$ cat config.mk
export PLATFORM = sky130hd
export DESIGN_NAME = mem_port_arbiter_flat
export DESIGN_NICKNAME = d
export VERILOG_FILES = /design/src/rtl/mem_port_arbiter_if.sv /design/src/rtl/mem_port_arbiter.sv /design/src/flat_wrapper.sv
export SDC_FILE = /design/constraint.sdc
export NUM_CORES = 1
export LEC_CHECK = 0
export ABC_AREA = 1
export CAP_MARGIN = 20
export CORE_MARGIN = 2
export CORE_UTILIZATION = 44
export DETAILED_ROUTE_END_ITERATION = 7
export PLACE_DENSITY = 0.81
export SLEW_MARGIN = 15
export SYNTH_ARGS = -nofsm -noshare
export SYNTH_HDL_FRONTEND = slang
export SYNTH_SLANG_ARGS = --single-unit
$ cat constraint.sdc
create_clock -name i_clk -period 2 [get_ports i_clk]
set_input_delay 0.6 -clock i_clk [delete_from_list [all_inputs] [get_ports i_clk]]
set_output_delay 0.6 -clock i_clk [all_outputs]
set_load 0.01 [all_outputs]
$ cat src/rtl/mem_port_arbiter_if.sv
// Bundle of the fetch port, the load/store port, the shared memory port and
// the pipeline stall outputs of mem_port_arbiter. Names are seen from the
// arbiter: i_* flow into it, o_* flow out of it.
//
// Handshake: a requester raises *_req with its address/data and holds it
// until it sees the one-cycle *_valid pulse. A request that is still high
// in the cycle its own valid is high is not a new request. Once a
// transaction is granted, later changes to req/addr/data have no effect.
// A flushed fetch never produces o_if_valid.
interface mem_port_arbiter_if;
    // fetch port
    logic        i_if_req;
    logic [31:0] i_if_addr;
    logic        i_if_flush;
    logic [31:0] o_if_rdata;
    logic        o_if_valid;
    // load/store port
    logic        i_ls_req;
    logic        i_ls_wren;
    logic [31:0] i_ls_addr;
    logic [31:0] i_ls_wdata;
    logic [3:0]  i_ls_bmask;
    logic [31:0] o_ls_rdata;
    logic        o_ls_valid;
    // shared memory port
    logic [31:0] o_mem_addr;
    logic [31:0] o_mem_wdata;
    logic [3:0]  o_mem_bmask;
    logic        o_mem_rden;
    logic        o_mem_wren;
    logic [31:0] i_mem_rdata;
    // pipeline stalls
    logic        o_stall_if;
    logic        o_stall_mem;

    modport slave (
        input  i_if_req, i_if_addr, i_if_flush,
        output o_if_rdata, o_if_valid,
        input  i_ls_req, i_ls_wren, i_ls_addr, i_ls_wdata, i_ls_bmask,
        output o_ls_rdata, o_ls_valid,
        output o_mem_addr, o_mem_wdata, o_mem_bmask, o_mem_rden, o_mem_wren,
        input  i_mem_rdata,
        output o_stall_if, o_stall_mem
    );

    modport master (
        output i_if_req, i_if_addr, i_if_flush,
        input  o_if_rdata, o_if_valid,
        output i_ls_req, i_ls_wren, i_ls_addr, i_ls_wdata, i_ls_bmask,
        input  o_ls_rdata, o_ls_valid,
        input  o_mem_addr, o_mem_wdata, o_mem_bmask, o_mem_rden, o_mem_wren,
        output i_mem_rdata,
        input  o_stall_if, o_stall_mem
    );
endinterface

$ cat src/rtl/mem_port_arbiter.sv
// Arbiter sharing one single-ported memory between an instruction fetch
// port and a load/store port. One transaction is in flight at a time:
// a command cycle with a one-cycle read or write strobe, MEM_LAT cycles of
// memory latency, then a one-cycle valid pulse on the owning port.
// Load/store normally wins contention; after STARVE_MAX consecutive
// load/store grants taken while a fetch was waiting, the fetch wins.
module mem_port_arbiter #(
    parameter int MEM_LAT    = 1,
    parameter int STARVE_MAX = 4
) (
    input  logic                            i_clk,
    input  logic                            i_reset,
    mem_port_arbiter_if.slave               io_bus,
    output logic [1:0]                      o_dbg_state,
    output logic [$clog2(STARVE_MAX+1)-1:0] o_dbg_starve
);
    localparam int SW = $clog2(STARVE_MAX + 1);

    typedef enum logic [1:0] {
        S_IDLE    = 2'd0,
        S_BUSY_IF = 2'd1,
        S_BUSY_LS = 2'd2
    } state_t;

    state_t         r_state;
    logic [SW-1:0]  r_starve;
    logic [2:0]     r_cnt;
    logic [31:0]    r_mem_addr;
    logic [31:0]    r_mem_wdata;
    logic [3:0]     r_mem_bmask;
    logic           r_mem_rden;
    logic           r_mem_wren;
    logic           r_wr;
    logic           r_flushed;
    logic [31:0]    r_if_rdata;
    logic [31:0]    r_ls_rdata;
    logic           r_if_valid;
    logic           r_ls_valid;

    logic           w_if_qual;
    logic           w_ls_qual;
    logic           w_starved;
    logic           w_grant_if;
    logic           w_grant_ls;
    logic           w_sample;

    // A port whose valid is high this cycle is finishing, not asking again.
    assign w_if_qual  = io_bus.i_if_req & ~r_if_valid;
    assign w_ls_qual  = io_bus.i_ls_req & ~r_ls_valid;
    assign w_starved  = (r_starve == SW'(STARVE_MAX));
    assign w_grant_if = w_if_qual & (~w_ls_qual | w_starved);
    assign w_grant_ls = w_ls_qual & ~w_grant_if;
    // r_cnt is 0 in the command cycle; memory data is valid MEM_LAT later.
    assign w_sample   = (r_cnt == 3'(MEM_LAT));

    // Arbitration, command issue, latency counting and completion.
    always_ff @(posedge i_clk) begin
        if (i_reset) begin
            r_state     <= S_IDLE;
            r_starve    <= '0;
            r_cnt       <= '0;
            r_mem_addr  <= '0;
            r_mem_wdata <= '0;
            r_mem_bmask <= '0;
            r_mem_rden  <= 1'b0;
            r_mem_wren  <= 1'b0;
            r_wr        <= 1'b0;
            r_flushed   <= 1'b0;
            r_if_rdata  <= '0;
            r_ls_rdata  <= '0;
            r_if_valid  <= 1'b0;
            r_ls_valid  <= 1'b0;
        end else begin
            r_if_valid <= 1'b0;
            r_ls_valid <= 1'b0;
            r_mem_rden <= 1'b0;
            r_mem_wren <= 1'b0;
            case (r_state)
                S_IDLE: begin
                    r_cnt <= '0;
                    if (w_grant_if) begin
                        r_state     <= S_BUSY_IF;
                        r_mem_addr  <= io_bus.i_if_addr;
                        r_mem_wdata <= '0;
                        r_mem_bmask <= 4'hF;
                        r_wr        <= 1'b0;
                        r_mem_rden  <= 1'b1;
                        r_flushed   <= 1'b0;
                        r_starve    <= '0;
                    end else if (w_grant_ls) begin
                        r_state     <= S_BUSY_LS;
                        r_mem_addr  <= io_bus.i_ls_addr;
                        r_mem_wdata <= io_bus.i_ls_wdata;
                        r_mem_bmask <= io_bus.i_ls_bmask;
                        r_wr        <= io_bus.i_ls_wren;
                        r_mem_rden  <= ~io_bus.i_ls_wren;
                        r_mem_wren  <= io_bus.i_ls_wren;
                        if (io_bus.i_if_req && !w_starved) begin
                            r_starve <= r_starve + 1'b1;
                        end
                    end
                end
                S_BUSY_IF: begin
                    if (io_bus.i_if_flush) begin
                        r_flushed <= 1'b1;
                    end
                    if (w_sample) begin
                        r_state <= S_IDLE;
                        // A flush seen in any cycle of the fetch, including
                        // this one, hides the result from the fetch stage.
                        if (!(r_flushed || io_bus.i_if_flush)) begin
                            r_if_rdata <= io_bus.i_mem_rdata;
                            r_if_valid <= 1'b1;
                        end
                    end else begin
                        r_cnt <= r_cnt + 1'b1;
                    end
                end
                S_BUSY_LS: begin
                    if (w_sample) begin
                        r_state    <= S_IDLE;
                        r_ls_valid <= 1'b1;
                        if (!r_wr) begin
                            r_ls_rdata <= io_bus.i_mem_rdata;
                        end
                    end else begin
                        r_cnt <= r_cnt + 1'b1;
                    end
                end
                default: r_state <= S_IDLE;
            endcase
        end
    end

    assign io_bus.o_if_rdata  = r_if_rdata;
    assign io_bus.o_if_valid  = r_if_valid;
    assign io_bus.o_ls_rdata  = r_ls_rdata;
    assign io_bus.o_ls_valid  = r_ls_valid;
    assign io_bus.o_mem_addr  = r_mem_addr;
    assign io_bus.o_mem_wdata = r_mem_wdata;
    assign io_bus.o_mem_bmask = r_mem_bmask;
    assign io_bus.o_mem_rden  = r_mem_rden;
    assign io_bus.o_mem_wren  = r_mem_wren;
    // Stalls follow the raw request so the stage freezes in the request cycle.
    assign io_bus.o_stall_if  = io_bus.i_if_req & ~r_if_valid;
    assign io_bus.o_stall_mem = io_bus.i_ls_req & ~r_ls_valid;

    assign o_dbg_state  = r_state;
    assign o_dbg_starve = r_starve;
endmodule

$ cat src/flat_wrapper.sv
// flat-port wrapper written by rule: the top's interface ports become plain ports
module mem_port_arbiter_flat 
#(
    parameter int MEM_LAT    = 1,
    parameter int STARVE_MAX = 4
)
  (i_clk, i_reset, o_dbg_state, o_dbg_starve, io_bus_i_if_req, io_bus_i_if_addr, io_bus_i_if_flush, io_bus_o_if_rdata, io_bus_o_if_valid, io_bus_i_ls_req, io_bus_i_ls_wren, io_bus_i_ls_addr, io_bus_i_ls_wdata, io_bus_i_ls_bmask, io_bus_o_ls_rdata, io_bus_o_ls_valid, io_bus_o_mem_addr, io_bus_o_mem_wdata, io_bus_o_mem_bmask, io_bus_o_mem_rden, io_bus_o_mem_wren, io_bus_i_mem_rdata, io_bus_o_stall_if, io_bus_o_stall_mem);
  mem_port_arbiter_if io_bus_i ();
  input  logic i_clk;
  input  logic i_reset;
  output logic [1:0] o_dbg_state;
  output logic [$clog2(STARVE_MAX+1)-1:0] o_dbg_starve;
  input wire logic [$bits(io_bus_i.i_if_req)-1:0] io_bus_i_if_req;
  input wire logic [$bits(io_bus_i.i_if_addr)-1:0] io_bus_i_if_addr;
  input wire logic [$bits(io_bus_i.i_if_flush)-1:0] io_bus_i_if_flush;
  output wire logic [$bits(io_bus_i.o_if_rdata)-1:0] io_bus_o_if_rdata;
  output wire logic [$bits(io_bus_i.o_if_valid)-1:0] io_bus_o_if_valid;
  input wire logic [$bits(io_bus_i.i_ls_req)-1:0] io_bus_i_ls_req;
  input wire logic [$bits(io_bus_i.i_ls_wren)-1:0] io_bus_i_ls_wren;
  input wire logic [$bits(io_bus_i.i_ls_addr)-1:0] io_bus_i_ls_addr;
  input wire logic [$bits(io_bus_i.i_ls_wdata)-1:0] io_bus_i_ls_wdata;
  input wire logic [$bits(io_bus_i.i_ls_bmask)-1:0] io_bus_i_ls_bmask;
  output wire logic [$bits(io_bus_i.o_ls_rdata)-1:0] io_bus_o_ls_rdata;
  output wire logic [$bits(io_bus_i.o_ls_valid)-1:0] io_bus_o_ls_valid;
  output wire logic [$bits(io_bus_i.o_mem_addr)-1:0] io_bus_o_mem_addr;
  output wire logic [$bits(io_bus_i.o_mem_wdata)-1:0] io_bus_o_mem_wdata;
  output wire logic [$bits(io_bus_i.o_mem_bmask)-1:0] io_bus_o_mem_bmask;
  output wire logic [$bits(io_bus_i.o_mem_rden)-1:0] io_bus_o_mem_rden;
  output wire logic [$bits(io_bus_i.o_mem_wren)-1:0] io_bus_o_mem_wren;
  input wire logic [$bits(io_bus_i.i_mem_rdata)-1:0] io_bus_i_mem_rdata;
  output wire logic [$bits(io_bus_i.o_stall_if)-1:0] io_bus_o_stall_if;
  output wire logic [$bits(io_bus_i.o_stall_mem)-1:0] io_bus_o_stall_mem;
  assign io_bus_i.i_if_req = io_bus_i_if_req;
  assign io_bus_i.i_if_addr = io_bus_i_if_addr;
  assign io_bus_i.i_if_flush = io_bus_i_if_flush;
  assign io_bus_o_if_rdata = io_bus_i.o_if_rdata;
  assign io_bus_o_if_valid = io_bus_i.o_if_valid;
  assign io_bus_i.i_ls_req = io_bus_i_ls_req;
  assign io_bus_i.i_ls_wren = io_bus_i_ls_wren;
  assign io_bus_i.i_ls_addr = io_bus_i_ls_addr;
  assign io_bus_i.i_ls_wdata = io_bus_i_ls_wdata;
  assign io_bus_i.i_ls_bmask = io_bus_i_ls_bmask;
  assign io_bus_o_ls_rdata = io_bus_i.o_ls_rdata;
  assign io_bus_o_ls_valid = io_bus_i.o_ls_valid;
  assign io_bus_o_mem_addr = io_bus_i.o_mem_addr;
  assign io_bus_o_mem_wdata = io_bus_i.o_mem_wdata;
  assign io_bus_o_mem_bmask = io_bus_i.o_mem_bmask;
  assign io_bus_o_mem_rden = io_bus_i.o_mem_rden;
  assign io_bus_o_mem_wren = io_bus_i.o_mem_wren;
  assign io_bus_i.i_mem_rdata = io_bus_i_mem_rdata;
  assign io_bus_o_stall_if = io_bus_i.o_stall_if;
  assign io_bus_o_stall_mem = io_bus_i.o_stall_mem;
  mem_port_arbiter #(.MEM_LAT(MEM_LAT), .STARVE_MAX(STARVE_MAX)) u_core (.i_clk(i_clk), .i_reset(i_reset), .io_bus(io_bus_i), .o_dbg_state(o_dbg_state), .o_dbg_starve(o_dbg_starve));
endmodule
### After elaboration in Yosys (flattened, before gate mapping)

Cells that the tools add are included.

* input bits: 138
* logic and storage cells: 86
* output and inout port bits: 143
* register bits after elaboration: 146

* reductions and logical operators: 20
* equal/unequal tests: 9
* mux-type cells: 24
* bitwise gates (word level): 17
* add/sub/neg operators: 2

Operators with widths (number)
* 32-bit 2-to-1 mux: 4
* 3-bit 2-to-1 mux: 4
* 1-bit NOT: 12
* 3-bit AND reduction: 4
* 1-bit 2-to-1 mux: 8
* 4-bit 2-to-1 mux: 2
* 2-bit nonzero test: 4
* 3-bit by 1-bit adder with 3-bit output, second input constant: 2
* 2-bit 2-to-1 mux: 3
* 3-bit case mux with 2 select lines: 1
* 2-bit AND reduction: 3
* 2-bit OR reduction: 3
* 1-bit bitwise AND: 4
* 2-bit by 1-bit inequality test with 1-bit output, second input constant: 2
* 2-bit inequality test, second input constant: 2
* 2-bit case mux with 2 select lines: 1
* 4-bit OR reduction: 1
* 3-bit by 1-bit equality test with 1-bit output, second input constant: 1
* 3-bit equality test, second input constant: 1
* 3-bit by 1-bit inequality test with 1-bit output, second input constant: 1
* 3-bit OR reduction: 1
* 2-bit by 1-bit equality test with 1-bit output, second input constant: 1
* 2-bit equality test, second input constant: 1
* 2-bit zero test: 1
* other kinds (5): 5

### Depth between registers and ports, before layout

Gate-level depths: netlist of run 1.

* depth after elaboration: 10
* mapped depth: 10
* mapped depth without buffers: 9

### Worst setup path after synthesis of run 1

No wires, ideal clock.

* kind: input port to output port
* start point: input io_bus_i_if_req
* end point: output io_bus_o_stall_if
* slack: 448 ps
* required time: 1400 ps
* arrival time: 952 ps
* cell stages on the path: 3
* path buffers: 1
* cells stage by stage: nand2_2 -> inv_2 -> buf_2

* cells in the longest elaborated chain, start to end: 1

RTL lines
* from (decl): RTL line flat_wrapper.sv:13 `input wire logic [$bits(io_bus_i.i_if_req)-1:0] io_bus_i_if_req;`
* 1-bit bitwise AND: RTL line mem_port_arbiter.sv:145 `assign io_bus.o_stall_if = io_bus.i_if_req & ~r_if_valid;`
* to (decl): RTL line flat_wrapper.sv:31 `output wire logic [$bits(io_bus_i.o_stall_if)-1:0] io_bus_o_stall_if;`

No other way between the ends.

### Final worst setup path of run 1

* start point: input io_bus_i_ls_req
* end point: output io_bus_o_stall_mem

* cells in the longest elaborated chain, start to end: 1

RTL lines
* from (decl): RTL line flat_wrapper.sv:18 `input wire logic [$bits(io_bus_i.i_ls_req)-1:0] io_bus_i_ls_req;`
* 1-bit bitwise AND: RTL line mem_port_arbiter.sv:146 `assign io_bus.o_stall_mem = io_bus.i_ls_req & ~r_ls_valid;`
* to (decl): RTL line flat_wrapper.sv:32 `output wire logic [$bits(io_bus_i.o_stall_mem)-1:0] io_bus_o_stall_mem;`

No other way between the ends.

==> qor.csv, run 1 <==
metric,value,unit
layout_commonest_cell,clkdlybuf4s50_1,
core-area,13200,µm²
io_pins,281,
fin_util,0.727,
cts_buffer_depth,2,
gp_congestion,0.881,
drc,0,
postRouteAntennaNets,0,
grt_pass1_vias,5908,
synth.net_count,969,
setup_tns,0,ns
hpwl,13200,µm
syn_inst,824,
drt_iter0_markers,458,
antenna_found_initial,0,
critPathCaptureType,primary output,
avgSynthCellArea,7.21,µm²
start_util,0.449,
layout_common_cells,"273 x clkdlybuf4s50_1, 148 x nor2_1, 145 x dfxtp_1",
status,finished clean,
finalWorstSetupSlack,0.0447,ns
place_area,9030,µm²
cts_max_level,4,
synth_top_area_share,0.492,
final_area,9620,µm²
track_usage,0.262,
crit_required,1.40,ns
via_count,6224,
synth_top_family_by_area,simple AND/OR/NAND/NOR gates,
synth_simple_gate_area_frac,0.272,
synth_xor_area_frac,0,
grt_pass1_wl,29800,µm
grt_max_degree,53,
dp_slack,-0.359,ns
cp-start-kind,input pin,
insertion_delay,0.42,ns
yosys-top-cells-area,"dfxtp_1 49%, nor2_1 9.3%, nand3_1 8.7%, nand2_1 7.8%, a21oi_1 6.1%",
cts_tree,yes,
vdd.ir_drop.worst,0.615,mV
drt_wl_total,19200,µm
synth_area_leader_cell,dfxtp_1,
die_area,14500,µm²
routedWlPerCell,14.9,µm
final_nets,1245,
setup-violations-final,0,
synth.area.mux_share,0,
viasPerCell,4.83,
clock-root-buffer,clkbuf_16,
maxCapViolCount,0,
area_growth,61.9,%
synth-compound-area-share,0.121,
clkTransAtPathRegs,0.06,ns
critPathKind,in -> out,
p_leak,4.14,nW
fin_crit_sh,0.978,
hold_viol_final,0,
drive_above_1_share,0.0692,
slew_violations,0,
postCtsSetupBuffers,0,
ys_ff_latch,146,
synth_area,5940,µm²
synth-seq-area-share,0.492,
cts_buffers,17,
relSlewSlack,0.726,
fmax,0.511,GHz
port_buffers,280,
post-route-min-period,1.96,ns
num_rows,42,
firstDrtPassIters,5,
die_h,120,µm
crit_path_max_fanout,2,
cp.arrival,1.36,ns
die_w,120,µm
cts-resized-gates,10,
finClkSkew,0.00969,ns
cts_sinks,146,
hold_class,reg -> reg,
synth_warnings,0,
rsz0062_at_grt,no,
hold_buffers,0,
grt_overflow_total,0,
tightest_slew,0.411,ns
synth_cell_types,22,
power_density,1160,nW/µm²
synth_fa_ha_area_frac,0.0147,
antennaDiodeCount,0,
[flip-flops by register name (all words and copies together), names as in the netlist, 2 cells and up]
name	flops
u_core.io_bus.o_ls_rdata	32
u_core.io_bus.o_if_rdata	32
u_core.io_bus.o_mem_wdata	32
u_core.r_cnt	3
u_core.o_dbg_state	2
u_core.io_bus.o_mem_addr	32
u_core.o_dbg_starve	3
u_core.io_bus.o_mem_bmask	4
[per-layer routing]
| metal | global-route usage | vias up | wire length, µm |
|---|---|---|---|
| li1 | - | 3163 | - |
| met1 | 0.291 | 2806 | 7660 |
| met2 | 0.453 | 228 | 9230 |
| met3 | 0.105 | 27 | 1800 |
| met4 | 0.0930 | 0 | 471 |
| met5 | 0 | - | 0 |
[area by class of cell]
cell class | instances | area (µm²)
Multi-Input combinational cell | 535 | 2420
Sequential cell | 146 | 2920
Tap cell | 176 | 220
Inverter | 89 | 334
Fill cell | 1074 | 3620
Clock inverter | 13 | 163
Timing Repair Buffer | 311 | 3130
Clock buffer | 18 | 429
[cells in the mapped netlist]
master,n
dfxtp_1,146
nor3_1,1
nand3_2,2
inv_1,84
nand2_2,4
inv_2,4
nand3_1,103
nand4_1,1
o22ai_1,1
nor3b_1,1
a21oi_1,72
nor3_4,1
nand2_1,124
nor2_1,148
buf_1,3
buf_4,6
clkbuf_1,17
o21ai_0,70
buf_2,27
buf_6,1
clkinv_1,1
ha_1,7
[stage by stage]
step / hold slack, ns / power (mW) / instances
after floorplan: 0.451 / 5.95 / 824
after global placement: 0.450 / 7.93 / 1257
after detailed placement: 0.455 / 8.01 / 1257
after CTS: 0.464 / 11.2 / 1288
after global routing: 0.481 / 11.8 / 1288
final: 0.464 / 11.2 / 1288
[where the power goes]
group          switching, mW  internal, mW
logic                   2.18          2.03
clock network           1.24          1.96
registers              0.286          3.47
[worst max-delay path: stages]
cell and delay [ns]:
clkdlybuf4s50_1 0.50, nand2_2 0.07, inv_1 0.07, buf_2 0.12
[kinds of logic (layout without fill, tap and decap cells)]
family          count (synthesis)  count (layout)
buf+inv                       143             431
fa+ha+maj                       7               7
simple gates                  385             385
compound gates                143             143
flops                         146             146
[worst paths after layout]
check,startpoint,to,slack (ns),cells past startpoint
max,io_bus_i_ls_req,io_bus_o_stall_mem,0.04,4
max reg2reg,u_core.io_bus.o_if_valid,u_core.o_dbg_starve[1],0.33,10
min reg2reg,u_core.io_bus.o_mem_wdata[23],u_core.io_bus.o_mem_wdata[23],0.46,2
min,u_core.io_bus.o_mem_wdata[23],u_core.io_bus.o_mem_wdata[23],0.46,2
No activity file was read; power rests on OpenSTA's default activity.
==> inputs of run 2 (changes only) <==
--- a/config.mk
+++ b/config.mk
@@ -10,7 +10,7 @@
 export CORE_MARGIN = 2
 export CORE_UTILIZATION = 44
 export DETAILED_ROUTE_END_ITERATION = 7
-export PLACE_DENSITY = 0.81
+export PLACE_DENSITY = 0.95
 export SLEW_MARGIN = 15
 export SYNTH_ARGS = -nofsm -noshare
 export SYNTH_HDL_FRONTEND = slang
==> run 2 against run 1 <==
Net effect:
- sequential power hardly changed
- maximum frequency hardly changed
- worst setup slack better by 0.0016 ns
- routed wire length is 1.7% lower
- utilization is 0.52 points lower
- die area stayed put
- via count is 2.2% higher
- non-clock buffer count is 2 lower
==> qor.csv, run 2 (synthesis gave the netlist of run 1 again) <==
metric,value,unit,change
die_h,120,µm,unchanged
cts_max_level,4,,unchanged
io_pins,281,,unchanged
via_count,6361,,+2.2%
final_nets,1243,,-0.16%
vdd.ir_drop.worst,0.716,mV,+16%
rrSetupSlack,0.32,ns,about the same
power_density,1120,nW/µm²,-3.4%
firstDrtPassIters,5,,unchanged
grt_pass1_wl,29400,µm,-1.4%
critPathCaptureType,primary output,,
wl_met2,9430,µm,+2.2%
min_from,u_core.io_bus.o_mem_wdata[22],,
drive_above_1_share,0.0657,,-0.00354
cts_buffer_depth,2,,unchanged
grt_overflow_total,0,,unchanged
place_area,9010,µm²,-0.17%
hpwl,13300,µm,+0.67%
met3_length,2030,µm,+13%
multi_input_area,2420,µm²,-0.10%
track_usage,0.255,,-0.00655
grt_max_degree,74,,+40%
drc,0,,unchanged
met1_length,7000,µm,-8.6%
port_buffers,280,,unchanged
hold_viol_final,0,,unchanged
total_power,10.7,mW,-4.1%
fmax,0.512,GHz,about the same
die_w,120,µm,unchanged
num_rows,42,,unchanged
setup-violations-final,0,,unchanged
viasPerCell,4.94,,+2.3%
routed.top_layer,met4,,
hold_buffers,0,,unchanged
n_fill_cell,959,,-11%
tightest_slew,0.365,ns,-0.0459 ns
postRouteAntennaNets,0,,unchanged
regToRegEndpoint,u_core.io_bus.o_ls_rdata[0],,
p_leak,4.11,nW,-0.72%
hold_depth,2,,unchanged
layout_commonest_cell,clkdlybuf4s50_1,,
reg2reg_depth,8,,-2
postCtsSetupBuffers,0,,unchanged
cp-start-kind,input pin,,
cts_tree,yes,,
whs_endpoint,u_core.io_bus.o_mem_wdata[22],,
hold_class,reg -> reg,,
cp.arrival,1.35,ns,about the same
insertion_delay,0.41,ns,about the same
relSlewSlack,0.756,,+0.0303
grt_pass1_vias,6133,,+3.8%
antennaDiodeCount,0,,unchanged
critPathKind,in -> out,,
reg2reg_from,u_core.o_dbg_state[0],,
post-route-min-period,1.95,ns,-0.00164 ns
cts_sinks,146,,unchanged
drt_iter0_markers,395,,-14%
antenna_found_initial,0,,unchanged
start_util,0.449,,unchanged
regArea,2920,µm²,about the same
crit_path_max_fanout,2,,unchanged
fin_crit_sh,0.977,,about the same
die_area,14500,µm²,unchanged
core-area,13200,µm²,unchanged
clock-root-buffer,clkbuf_16,,
rsz0062_at_grt,no,,
crit_required,1.40,ns,about the same
finClkSkew,0.00922,ns,-0.000471 ns
status,finished clean,,
drt_wl_total,18800,µm,-1.7%
gp_congestion,0.813,,-7.7%
slew_violations,0,,unchanged
layout_common_cells,"272 x clkdlybuf4s50_1, 148 x nor2_1, 146 x dfxtp_1",,
routedWlPerCell,14.6,µm,-1.6%
cts_buffers,17,,unchanged
final_area,9550,µm²,-0.72%
maxCapViolCount,0,,unchanged
area_growth,60.7,%,
clkTransAtPathRegs,0.06,ns,about the same
run 2: cell types whose count changed in the layout (fill, tap and decap cells not counted), moves of 2 or more:
cell        change
buf_4           -3
clkinvlp_4      +3
bufinv_16       -3
inv_6           +3
clkinv_2        -2
run 2: cell type report:
type | instances | share of cell area
Sequential cell | 146 | 0.306
Timing Repair Buffer | 309 | 0.327
Tap cell | 176 | 0.0230
Multi-Input combinational cell | 535 | 0.253
Clock inverter | 13 | 0.0107
Clock buffer | 19 | 0.0453
Inverter | 89 | 0.0350
run 2: per-layer routing:
layer / vias up / track usage
met1: 2922 / 0.270
li1: 3159 / -
met2: 254 / 0.447
met5: - / 0
met3: 26 / 0.112
met4: 0 / 0.100
run 2: worst max-delay path: stages:
cell	delay, ns
clkdlybuf4s50_1	0.49
nand2_2	0.07
inv_2	0.06
buf_2	0.14
run 2: power by group:
part           switching (mW)  total, mW  internal [mW]
sequential              0.298       3.77           3.47
combinational            2.14       4.07           1.94
clock                    1.26       2.86           1.60
run 2: worst max-delay path by stage:
stage / startpoint / to / slack [ns] / cells after the start
5_1_grt: u_core.io_bus.o_ls_rdata[29] / io_bus_o_ls_rdata[29] / 0.006 / 1
2_1_floorplan: io_bus_i_if_req / io_bus_o_stall_if / 0.45 / 3
3_5_place_dp: io_bus_i_if_req / io_bus_o_stall_if / -0.36 / 4
4_1_cts: u_core.io_bus.o_if_valid / io_bus_o_if_valid / 0.01 / 1
6_report: io_bus_i_if_req / io_bus_o_stall_if / 0.05 / 4
3_3_place_gp: io_bus_i_if_req / io_bus_o_stall_if / -0.37 / 4
run 2: stage by stage:
step                      setup TNS (ns)  cells  setup WS, ns  hold WS, ns  utilization
final                                  0   1287        0.0463        0.462        0.721
after global routing                   0   1287       0.00600        0.476        0.721
after CTS                              0   1287        0.0127        0.464        0.721
after detailed placement          -20.17   1255        -0.363        0.454        0.681
after global placement            -17.13   1255        -0.367        0.451        0.681
after floorplan                        0    824         0.448        0.451            -
run 2: repair_timing:
action	in CTS	in global routing
gates cloned	0	0
gates resized for setup	9	4
endpoints found under the setup margin	3	4
==> variant (config.mk and constraints of run 2) <==
`STARVE_MAX` is set to 4 in 2 places; all go to 2.
--- a/src/rtl/mem_port_arbiter.sv
+++ b/src/rtl/mem_port_arbiter.sv
@@ -7,5 +7,5 @@
 module mem_port_arbiter #(
     parameter int MEM_LAT    = 1,
-    parameter int STARVE_MAX = 4
+    parameter int STARVE_MAX = 2
 ) (
     input  logic                            i_clk,
--- a/src/flat_wrapper.sv
+++ b/src/flat_wrapper.sv
@@ -3,5 +3,5 @@
 #(
     parameter int MEM_LAT    = 1,
-    parameter int STARVE_MAX = 4
+    parameter int STARVE_MAX = 2
 )
   (i_clk, i_reset, o_dbg_state, o_dbg_starve, io_bus_i_if_req, io_bus_i_if_addr, io_bus_i_if_flush, io_bus_o_if_rdata, io_bus_o_if_valid, io_bus_i_ls_req, io_bus_i_ls_wren, io_bus_i_ls_addr, io_bus_i_ls_wdata, io_bus_i_ls_bmask, io_bus_o_ls_rdata, io_bus_o_ls_valid, io_bus_o_mem_addr, io_bus_o_mem_wdata, io_bus_o_mem_bmask, io_bus_o_mem_rden, io_bus_o_mem_wren, io_bus_i_mem_rdata, io_bus_o_stall_if, io_bus_o_stall_mem);
Ports: changed (resized o_dbg_starve); port bits go from 281 to 280. No check against the original RTL was run, so the function may have changed too.
==> variant against run 2 <==
  * Power grew 5.4%
  * Wire length grew 5.2%
  * Cell count grew 6.9%
  * Register-to-register slack gained 0.11 ns
  * Sequential share of layout area shrank 1.3 points
  * Area after synthesis grew 4.5%
  * Worst setup slack gained 0.016 ns
  * Sequential power is essentially flat
  * Sequential cell count shrank 1
  * Final area grew 3.7%
  * First-iteration DRC count shrank 11%
  * Largest cell class unchanged
==> variant: results (changes against run 2) <==
Global routing
  – First-pass GRT wire length: 30,200 um (+2.8%)
  – Vias in the first global route: 6,341 (+3.4%)
  – GRT Total Usage: 0.258 (+0.00243)
  – Largest net degree at the start of global routing: 75 (+1.4%)
  – Initial antenna violation count: 1 (+1)

Drt
  – DR vias: 6,663 (+4.7%)
  – DR iter-0 viols: 350 (-11%)
  – WL/cell: 14.4 um (-1.6%)
  – Metal1 wirelength: 7170 um (+2.5%)
  – Uppermost layer routed: met5
  – DRT Pass-1 Iters: 5 (unchanged)
  – Met3 WL: 2260 um (+11%)
  – Routed wl met2: 9770 um (+3.6%)

Critical path
  – CP max stage delay: 0.57 ns (+0.08 ns)
  – CP max FO: 3 (+1)
  – WP data arrival: approximately 1.3 ns
  – RR Startpoint: u_core.r_cnt[0]
  – Slowest-stage cell, CP: clkdlybuf4s50_1
  – Crit path launch: u_core.o_dbg_state[0]
  – Critical path's top delay family: buffers and inverters

Run status
  – Status: complete, no violations

Finish
  – Share of cells above drive strength 1: 0.0627 (-0.00300)
  – FILL cells: 990 (+3.2%)
  – Final net count: 1,327 (+6.8%)
  – Antenna diodes: 0 (unchanged)

Clock tree
  – Post-CTS setup buffer count: 0 (unchanged)
  – CTS Buffer Depth: 2 (unchanged)
  – Clock root buffer master: clkbuf_16
  – CTS buffer count: 17 (unchanged)
  – CTS H-tree lvls: 4 (unchanged)
  – Clk pin slew, worst setup/hold paths: 0.06 ns (about the same)
  – Skew-Pair Late Insertion Delay: between 0.4 and 0.5 ns

Placement
  – Post-DP Area: 0.00929 mm2 (+3.1%)
  – Pre-CTS WS: -0.387 ns (-0.0233 ns)
  – PortBufs: 279 (-0.36%)
  – Detailed placement HPWL: 14,000 um (+5.1%)
  – Placer Congestion: 0.807 (-0.82%)

Logic synthesis
  – Sequential area share after synthesis: 0.467 (-0.0243)
  – Top FF cell, synth: dfxtp_1
  – Number of synthesized flops with an enable pin: 0 (unchanged)
  – Ys async rst share: 0 (unchanged)
  – Post-synth top cells: nor2_1 (216), dfxtp_1 (145), inv_1 (145)
  – Adder-cell share of the synthesized area: 0.0121 (-0.00265)
  – Synth area leaders: dfxtp_1 (47%), nor2_1 (13%), inv_1 (8.8%), nand2_1 (7.1%), a21oi_1 (5.6%)
  – Synth unique cells: 24 (+9.1%)
  – Yosys warnings: 0 (unchanged)
  – Complex-gate fraction of the synthesized area: 0.114 (-0.00659)
  – Syn_nets: 1,058 (+9.2%)
  – Mux cell area share after synthesis: 0 (unchanged)
  – Synth Area in XOR/XNOR: 0 (unchanged)

STA
  – Slew at the pin with the worst max-slew slack: 0.362 ns (-0.00341 ns)
  – Setup Skew: 0.00921 ns (-0.00000969 ns)
  – Finish-stage setup viols: 0 (unchanged)

Power
  – Leakage: 4.37 nW (+6.2%)
  – Maximum VDD drop: 577 uV (-19%)

Min path
  – Worst hold path type: flip-flop to flip-flop
  – Hold wc startpoint: u_core.io_bus.o_if_rdata[25]
variant: cell count changes after synthesis, moves of 2 or more:
cell,delta
clkbuf_1,+6
o21ai_1,+4
o21ai_0,-5
a21oi_1,-2
nand3_1,-34
nor2_1,+68
nand4_1,+2
inv_1,+61
buf_2,-3
nand2_1,-6
variant: layout make-up:
cell class / instances / area (um2) / share of cell area
well taps: 180 / 225 / 0.0227
multi-input cells: 562 / 2470 / 0.250
clock inverters: 13 / 159 / 0.0160
flip-flops and latches: 145 / 2900 / 0.293
inverters: 150 / 563 / 0.0568
repair buffers: 307 / 3130 / 0.316
clock buffers: 19 / 453 / 0.0457
variant: what timing repair did:
item,in CTS,in global routing
resized for setup,9,6
endpoints found under the setup margin,3,19
pin swaps,0,2
hold buffers,0,0
cloned,0,0
hold endpoints to repair,0,0
variant: kinds of logic (layout without fill, tap and decap cells):
kind of cell             after synthesis  count (layout)
adder cells (fa/ha/maj)                6               6
AND/OR/NAND/NOR                      415             415
AO/OA/AOI/OAI                        141             141
flip-flops                           145             145
buffers and inverters                207             489
variant: per-layer routing:
metal	vias up	track usage
met5	-	0
met4	2	0.121
met3	44	0.117
met2	288	0.451
met1	2999	0.260
li1	3330	-
variant: final timing paths:
| path | slack [ns] | end | depth (start not counted) |
|---|---|---|---|
| worst max register to register | 0.43 | u_core.io_bus.o_ls_rdata[31] | 7 |
| worst min-delay path | 0.44 | u_core.io_bus.o_if_rdata[25] | 2 |
| worst max-delay path | 0.06 | o_dbg_state[0] | 1 |
| worst min register to register | 0.44 | u_core.io_bus.o_if_rdata[25] | 2 |
variant: through the flow:
step | std cells | utilization | TNS, ns
after floorplan | 914 | - | 0
after global placement | 1344 | 0.672 | -22.40
after detailed placement | 1344 | 0.672 | -24.30
after CTS | 1376 | 0.715 | 0
after global routing | 1376 | 0.717 | 0
final | 1376 | 0.717 | 0
variant: worst reg2reg max path: cells and delay by family, from the launching register on:
kind	cells	cell delay (ns)
AND/OR/NAND/NOR	4	0.61
flip-flops	1	0.38
buffers and inverters	2	0.29
adder cells (fa/ha/maj)	1	0.19
variant: where the power goes:
group | leakage [nW] | switching, mW | total, mW | internal, mW
logic | 2.89 | 2.19 | 4.24 | 2.05
registers | 1.19 | 0.299 | 3.77 | 3.47
clock network | 0.296 | 1.25 | 3.28 | 2.03
